--- src/rtl/comp_slot_buf_if.sv ---
// Request/response bundle for comp_slot_buf: slot load, release, dual read and status.
// The master (thread scheduler side) drives requests; the slave (buffer) returns data and masks.
interface comp_slot_buf_if #(
    parameter int N_THREADS   = 16,
    parameter int DATA1_WIDTH = 64,
    parameter int DATA2_WIDTH = 64
);
    localparam int N_THREADS_MSB = $clog2(N_THREADS) - 1;

    logic [N_THREADS_MSB:0] wr_thread_num;
    logic                   wr_en;
    logic [DATA1_WIDTH-1:0] wr_data1;
    logic [DATA2_WIDTH-1:0] wr_data2;

    logic [N_THREADS_MSB:0] rd_thread_num1;
    logic [N_THREADS_MSB:0] rd_thread_num2;
    logic [DATA1_WIDTH-1:0] dout1;
    logic [DATA2_WIDTH-1:0] dout2;
    logic                   dout1_valid;
    logic                   dout2_valid;

    logic                   done1;
    logic                   done2;
    logic [N_THREADS_MSB:0] done_thread_num1;
    logic [N_THREADS_MSB:0] done_thread_num2;

    logic [N_THREADS-1:0]   free_mask;
    logic [N_THREADS-1:0]   pend1_mask;
    logic [N_THREADS-1:0]   pend2_mask;
    logic                   err_wr;
    logic                   err_parity;

    modport master (
        output wr_thread_num, wr_en, wr_data1, wr_data2,
        output rd_thread_num1, rd_thread_num2,
        output done1, done2, done_thread_num1, done_thread_num2,
        input  dout1, dout2, dout1_valid, dout2_valid,
        input  free_mask, pend1_mask, pend2_mask, err_wr, err_parity
    );

    modport slave (
        input  wr_thread_num, wr_en, wr_data1, wr_data2,
        input  rd_thread_num1, rd_thread_num2,
        input  done1, done2, done_thread_num1, done_thread_num2,
        output dout1, dout2, dout1_valid, dout2_valid,
        output free_mask, pend1_mask, pend2_mask, err_wr, err_parity
    );
endinterface

--- src/rtl/comp_slot_buf.sv ---
// Per-thread computation buffer: each slot holds data1/data2 released independently by two consumers.
// Optional feature: define COMP_SLOT_BUF_PARITY_EN for per-half even parity with a sticky err_parity.
module comp_slot_buf #(
    parameter int N_THREADS   = 16,
    parameter int DATA1_WIDTH = 64,
    parameter int DATA2_WIDTH = 64
) (
    input logic             CLK,
    input logic             RESET_N,
    comp_slot_buf_if.slave  bus
);
    localparam int N_THREADS_MSB = $clog2(N_THREADS) - 1;

    logic [N_THREADS-1:0]   pend1_q, pend1_d;
    logic [N_THREADS-1:0]   pend2_q, pend2_d;
    logic                   err_wr_q, err_wr_d;
    logic                   wr_ok;

    logic [DATA1_WIDTH-1:0] mem1_q [N_THREADS];
    logic [DATA2_WIDTH-1:0] mem2_q [N_THREADS];
    logic [DATA1_WIDTH-1:0] dout1_q;
    logic [DATA2_WIDTH-1:0] dout2_q;
    logic                   dout1_valid_q;
    logic                   dout2_valid_q;

    // A load is only accepted into a slot that is fully free before this edge.
    assign wr_ok = bus.wr_en
                 && !pend1_q[bus.wr_thread_num]
                 && !pend2_q[bus.wr_thread_num];

    always_comb begin
        // NOTE: every target gets a default first so no path leaves it unassigned (no latch).
        pend1_d  = pend1_q;
        pend2_d  = pend2_q;
        err_wr_d = err_wr_q | (bus.wr_en & ~wr_ok);
        if (bus.done1) pend1_d[bus.done_thread_num1] = 1'b0;
        if (bus.done2) pend2_d[bus.done_thread_num2] = 1'b0;
        if (wr_ok) begin
            pend1_d[bus.wr_thread_num] = 1'b1;
            pend2_d[bus.wr_thread_num] = 1'b1;
        end
    end

    always_ff @(posedge CLK or negedge RESET_N) begin
        if (!RESET_N) begin
            pend1_q       <= '0;
            pend2_q       <= '0;
            err_wr_q      <= 1'b0;
            dout1_q       <= '0;
            dout2_q       <= '0;
            dout1_valid_q <= 1'b0;
            dout2_valid_q <= 1'b0;
        end else begin
            pend1_q       <= pend1_d;
            pend2_q       <= pend2_d;
            err_wr_q      <= err_wr_d;
            dout1_q       <= mem1_q[bus.rd_thread_num1];
            dout2_q       <= mem2_q[bus.rd_thread_num2];
            dout1_valid_q <= pend1_q[bus.rd_thread_num1];
            dout2_valid_q <= pend2_q[bus.rd_thread_num2];
        end
    end

    // NOTE: storage is left unreset so it maps to distributed RAM; validity lives in pend bits.
    always_ff @(posedge CLK) begin
        if (wr_ok) begin
            mem1_q[bus.wr_thread_num] <= bus.wr_data1;
            mem2_q[bus.wr_thread_num] <= bus.wr_data2;
        end
    end

`ifdef COMP_SLOT_BUF_PARITY_EN
    logic                 par1_q [N_THREADS];
    logic                 par2_q [N_THREADS];
    logic                 err_parity_q;
    logic                 par1_bad;
    logic                 par2_bad;

    always_ff @(posedge CLK) begin
        if (wr_ok) begin
            par1_q[bus.wr_thread_num] <= ^bus.wr_data1;
            par2_q[bus.wr_thread_num] <= ^bus.wr_data2;
        end
    end

    // Only reads that will be presented as valid are checked; free slots hold junk.
    assign par1_bad = pend1_q[bus.rd_thread_num1]
                    && ((^mem1_q[bus.rd_thread_num1]) != par1_q[bus.rd_thread_num1]);
    assign par2_bad = pend2_q[bus.rd_thread_num2]
                    && ((^mem2_q[bus.rd_thread_num2]) != par2_q[bus.rd_thread_num2]);

    always_ff @(posedge CLK or negedge RESET_N) begin
        if (!RESET_N) err_parity_q <= 1'b0;
        else if (par1_bad || par2_bad) err_parity_q <= 1'b1;
    end

    assign bus.err_parity = err_parity_q;
`else
    assign bus.err_parity = 1'b0;
`endif

    assign bus.dout1       = dout1_q;
    assign bus.dout2       = dout2_q;
    assign bus.dout1_valid = dout1_valid_q;
    assign bus.dout2_valid = dout2_valid_q;
    assign bus.free_mask   = ~(pend1_q | pend2_q);
    assign bus.pend1_mask  = pend1_q;
    assign bus.pend2_mask  = pend2_q;
    assign bus.err_wr      = err_wr_q;

endmodule

--- src/flat_wrapper.sv ---
// flat-port wrapper written by rule: the top's interface ports become plain ports
module comp_slot_buf_flat 
#(
    parameter int N_THREADS   = 16,
    parameter int DATA1_WIDTH = 64,
    parameter int DATA2_WIDTH = 64
)
  (CLK, RESET_N, bus_wr_thread_num, bus_wr_en, bus_wr_data1, bus_wr_data2, bus_rd_thread_num1, bus_rd_thread_num2, bus_done1, bus_done2, bus_done_thread_num1, bus_done_thread_num2, bus_dout1, bus_dout2, bus_dout1_valid, bus_dout2_valid, bus_free_mask, bus_pend1_mask, bus_pend2_mask, bus_err_wr, bus_err_parity);
  comp_slot_buf_if #(.N_THREADS(N_THREADS), .DATA1_WIDTH(DATA1_WIDTH), .DATA2_WIDTH(DATA2_WIDTH)) bus_i ();
  input logic CLK;
  input logic RESET_N;
  input wire logic [$bits(bus_i.wr_thread_num)-1:0] bus_wr_thread_num;
  input wire logic [$bits(bus_i.wr_en)-1:0] bus_wr_en;
  input wire logic [$bits(bus_i.wr_data1)-1:0] bus_wr_data1;
  input wire logic [$bits(bus_i.wr_data2)-1:0] bus_wr_data2;
  input wire logic [$bits(bus_i.rd_thread_num1)-1:0] bus_rd_thread_num1;
  input wire logic [$bits(bus_i.rd_thread_num2)-1:0] bus_rd_thread_num2;
  input wire logic [$bits(bus_i.done1)-1:0] bus_done1;
  input wire logic [$bits(bus_i.done2)-1:0] bus_done2;
  input wire logic [$bits(bus_i.done_thread_num1)-1:0] bus_done_thread_num1;
  input wire logic [$bits(bus_i.done_thread_num2)-1:0] bus_done_thread_num2;
  output wire logic [$bits(bus_i.dout1)-1:0] bus_dout1;
  output wire logic [$bits(bus_i.dout2)-1:0] bus_dout2;
  output wire logic [$bits(bus_i.dout1_valid)-1:0] bus_dout1_valid;
  output wire logic [$bits(bus_i.dout2_valid)-1:0] bus_dout2_valid;
  output wire logic [$bits(bus_i.free_mask)-1:0] bus_free_mask;
  output wire logic [$bits(bus_i.pend1_mask)-1:0] bus_pend1_mask;
  output wire logic [$bits(bus_i.pend2_mask)-1:0] bus_pend2_mask;
  output wire logic [$bits(bus_i.err_wr)-1:0] bus_err_wr;
  output wire logic [$bits(bus_i.err_parity)-1:0] bus_err_parity;
  assign bus_i.wr_thread_num = bus_wr_thread_num;
  assign bus_i.wr_en = bus_wr_en;
  assign bus_i.wr_data1 = bus_wr_data1;
  assign bus_i.wr_data2 = bus_wr_data2;
  assign bus_i.rd_thread_num1 = bus_rd_thread_num1;
  assign bus_i.rd_thread_num2 = bus_rd_thread_num2;
  assign bus_i.done1 = bus_done1;
  assign bus_i.done2 = bus_done2;
  assign bus_i.done_thread_num1 = bus_done_thread_num1;
  assign bus_i.done_thread_num2 = bus_done_thread_num2;
  assign bus_dout1 = bus_i.dout1;
  assign bus_dout2 = bus_i.dout2;
  assign bus_dout1_valid = bus_i.dout1_valid;
  assign bus_dout2_valid = bus_i.dout2_valid;
  assign bus_free_mask = bus_i.free_mask;
  assign bus_pend1_mask = bus_i.pend1_mask;
  assign bus_pend2_mask = bus_i.pend2_mask;
  assign bus_err_wr = bus_i.err_wr;
  assign bus_err_parity = bus_i.err_parity;
  comp_slot_buf #(.N_THREADS(N_THREADS), .DATA1_WIDTH(DATA1_WIDTH), .DATA2_WIDTH(DATA2_WIDTH)) u_core (.CLK(CLK), .RESET_N(RESET_N), .bus(bus_i));
endmodule
--- config.mk ---
export PLATFORM = sky130hd
export DESIGN_NAME = comp_slot_buf_flat
export DESIGN_NICKNAME = d
export VERILOG_FILES = /design/src/rtl/comp_slot_buf_if.sv /design/src/rtl/comp_slot_buf.sv /design/src/flat_wrapper.sv
export SDC_FILE = /design/constraint.sdc
export NUM_CORES = 2
export LEC_CHECK = 0
export ABC_AREA = 1
export BUFFER_PORTS_ARGS = -buffer_cell sky130_fd_sc_hd__buf_2
export CELL_PAD_IN_SITES_DETAIL_PLACEMENT = 0
export CELL_PAD_IN_SITES_GLOBAL_PLACEMENT = 2
export CORE_MARGIN = 1
export CORE_UTILIZATION = 40
export CTS_BUF_LIST = sky130_fd_sc_hd__clkbuf_8 sky130_fd_sc_hd__clkbuf_16
export CTS_CLUSTER_DIAMETER = 50
export DETAILED_ROUTE_END_ITERATION = 8
export GPL_TIMING_DRIVEN = 0
export PLACE_DENSITY_LB_ADDON = 0.1
export SLEW_MARGIN = 20
export SYNTH_ARGS = -nofsm -noshare
export SYNTH_HDL_FRONTEND = slang
export SYNTH_SLANG_ARGS = --single-unit
--- constraint.sdc ---
create_clock -name CLK -period 5.92 [get_ports CLK]
set_clock_uncertainty 0.05 [all_clocks]
set_input_delay 0.592 -clock CLK [delete_from_list [all_inputs] [get_ports CLK]]
set_output_delay 0.592 -clock CLK [all_outputs]
set_load 0.01 [all_outputs]
==> flow_summary.ini <==
[die]
start_util = 0.404
coreArea_sq_um = 210000
io_pins = 333
die_x_microns = 463
rows = 168
die_h_microns = 463
fp.dieArea_sq_um = 214000

[timing]
fin_hold_ws_ps = 63.3
maxSlewHeadroom = 0.163
max_clock_freq_ghz = 0.290
drv_slew = 0
period_share = 0.583
period_needed_ps = 3450
tightestPinTransition_ps = 1250
finalHoldViolCount = 0
setup_tns_ps = 0
setup_viol = 0
rsz0062_at_grt = no

[logic_synthesis]
ys_seq_area_frac = 0.773
yosysTopAreaCell = edfxtp_1
yosys_warnings = 0
synth.ff_latch_count = 2211
synth-edff-count = 2048
synth_flop_cell = edfxtp_1
synth_top_area_share = 0.725
synth_common_cells = 2048 x edfxtp_1, 1339 x nor2_1, 1081 x o21ai_0, 317 x o211ai_1, 282 x clkbuf_1
synthDistinctLibCells = 28
synth_area_leaders = edfxtp_1 72%, o21ai_0 6.4%, nor2_1 5.9%
syn_nets = 6317
synth-async-reset-ratio = 0.0737
synth_most_common_cell = edfxtp_1
syn_area_sq_um = 84800
netlist_instances = 6164
avgSynthCellArea_sq_um = 13.8

[hold_path]
hp-class = in -> reg

[worst_setup_path]
cp_slowest_cell = dfrtp_1
worstSetupStartpointType = register
crit_family = buffers and inverters
crit_chain = nand2_1 > nand2_1 > nand2_1 > nand2_1 > nand2_1 > nand2_1 > nor2_4 > nand4_1 > inv_8 > buf_16 > buf_16
path_max_fanout = 56
arrival_ps = 3930
critical_path_class = reg -> reg
max_stage_delay_ps = 560
cpMostUsedCell = nand2_1
cp_num_buf_inv = 3
end_kind = register
crit_required_ps = 6400

[detailed_routing]
routed-via-count = 55879
wl_per_cell_microns = 30.7
drtIter0Drc = 5496
ant_nets = 0
wirelength_mm = 306
dr.pass1.iters = 6
via_per_inst = 5.62
drc = 0

[power_and_ir_drop]
leakage_uw = 0.0340
peakVddDrop_mv = 0.337
power_density_nw_per_um2 = 363

[place]
dp.cells = 9329
io_buffers = 324
hpwl_mm = 188
gp_congestion = 0.820
placed_area_sq_um = 91100

[layout]
area_delta_synth_final_pct = 19.2
final_cells = 9947
final_util = 0.481
fin_nets = 7079
final_cell_area_sq_um = 101000
drive_gt1_frac = 0.131

[clock_network]
clock-root-buffer = clkbuf_16
insertion_delay_ps = 910
path_clk_slew_ps = 60
cts.sinks = 2211
htree_num_levels = 5
cts_tree = built
clockBufferDepth = 4
numCtsBuffers = 283

[job]
max_cap_violations = 0

[global_route]
grt_use_total = 0.282
gr-total-overflow = 0
grt_max_degree = 76
antenna_found_initial = 25
grt_first_pass_wirelength_mm = 427
grt_pass1_vias = 55706

[run_status]
outcome = finished clean
## timing repair
action | in CTS | in global routing
setup buffers | 0 | 0
resized for setup | 0 | 0
hold buffers | 117 | 0
endpoints found under the hold margin | 1785 | 0
## state kept, by name, indices dropped and copies added, names as in the netlist
signal	count
u_core.bus.dout1_valid	1
u_core.mem1_q	1024
u_core.mem2_q	1024
u_core.bus.dout1	64
u_core.bus.pend1_mask	16
u_core.bus.dout2_valid	1
u_core.bus.err_wr	1
u_core.bus.pend2_mask	16
u_core.bus.dout2	64
## routing by layer
metal	routed length, microns	track usage	share of wire	vias to the layer above
met1	125000	0.363	0.41	28606
met4	9960	0.0963	0.033	24
met2	152000	0.484	0.50	2085
met5	156	0	0.00051	-
li1	-	-	-	24693
met3	18400	0.0436	0.060	471
## logic make-up (layout without fill, tap and decap cells)
logic type | Yosys count | in the layout | share of synthesized area
other | 1 | 13 | 0.0000442
DFF | 2211 | 2211 | 0.773
and+or+nand+nor | 1759 | 1759 | 0.0825
AOI/OAI and AO/OA | 1712 | 1712 | 0.120
buffers and inverters | 481 | 1447 | 0.0241
## final timing paths
| check | cells after the start | slack (ps) | from | to |
|---|---|---|---|---|
| min | 1 | 60 | bus_wr_data1[4] | u_core.mem1_q[15][4] |
| min reg2reg | 2 | 410 | u_core.bus.err_wr | u_core.bus.err_wr |
| max in group asynchronous | 3 | 4890 | RESET_N | u_core.bus.dout1[41] |
| max | 11 | 2470 | u_core.bus.pend2_mask[5] | u_core.mem1_q[4][49] |
| min in group asynchronous | 2 | 110 | RESET_N | u_core.bus.dout2[6] |
| max reg2reg | 11 | 2470 | u_core.bus.pend2_mask[5] | u_core.mem1_q[4][49] |
## layout make-up
type | count | area [sq um]
repair buffers | 477 | 3790
plain buffers | 437 | 1900
fillers | 18666 | 109000
inverters | 44 | 289
clock inverters | 183 | 1290
clock buffers | 306 | 7490
flip-flops and latches | 2211 | 65600
diodes | 12 | 30.0
well taps | 2805 | 3510
multi-input cells | 3472 | 17200
## power breakdown
| group | switching, uW | internal [uW] | leakage (uW) |
|---|---|---|---|
| clock network | 6520 | 9730 | 0.00456 |
| logic | 1990 | 718 | 0.00902 |
| registers | 279 | 17400 | 0.0204 |
| total | 8790 | 27900 | 0.0340 |
## placed cells by master (no fill, tap or decap), types with 2 or more instances in the layout
cell	netlist	routed
inv_2	4	4
clkinv_4	0	8
inv_1	37	85
nand3_1	153	153
diode_2	0	12
clkinv_1	1	29
clkbuf_1	282	262
buf_1	34	34
nand4_1	6	6
buf_4	10	10
dfrtp_1	163	163
edfxtp_1	2048	2048
clkbuf_16	0	291
o221ai_1	203	203
inv_8	0	16
o22ai_1	57	57
inv_6	0	17
buf_12	2	2
o211ai_1	317	317
clkbuf_2	1	21
buf_2	104	427
clkinv_2	1	42
nor2_1	1339	1339
dlygate4sd3_1	0	117
o21ai_0	1081	1081
buf_16	0	36
clkinvlp_4	0	10
buf_6	4	4
bufinv_16	0	15
nand4_4	10	10
o31ai_1	8	8
o21ai_1	46	46
nand2_1	248	248
clkbuf_8	0	15
nor2_4	2	2
## stage by stage
step	setup slack, ps	power, uW
after global routing	2340	37800
after global placement	-3140	20700
final	2470	36700
after CTS	2430	36900
after floorplan	1250	19100
after detailed placement	2120	20700
Power figures use the tool's default switching activity.
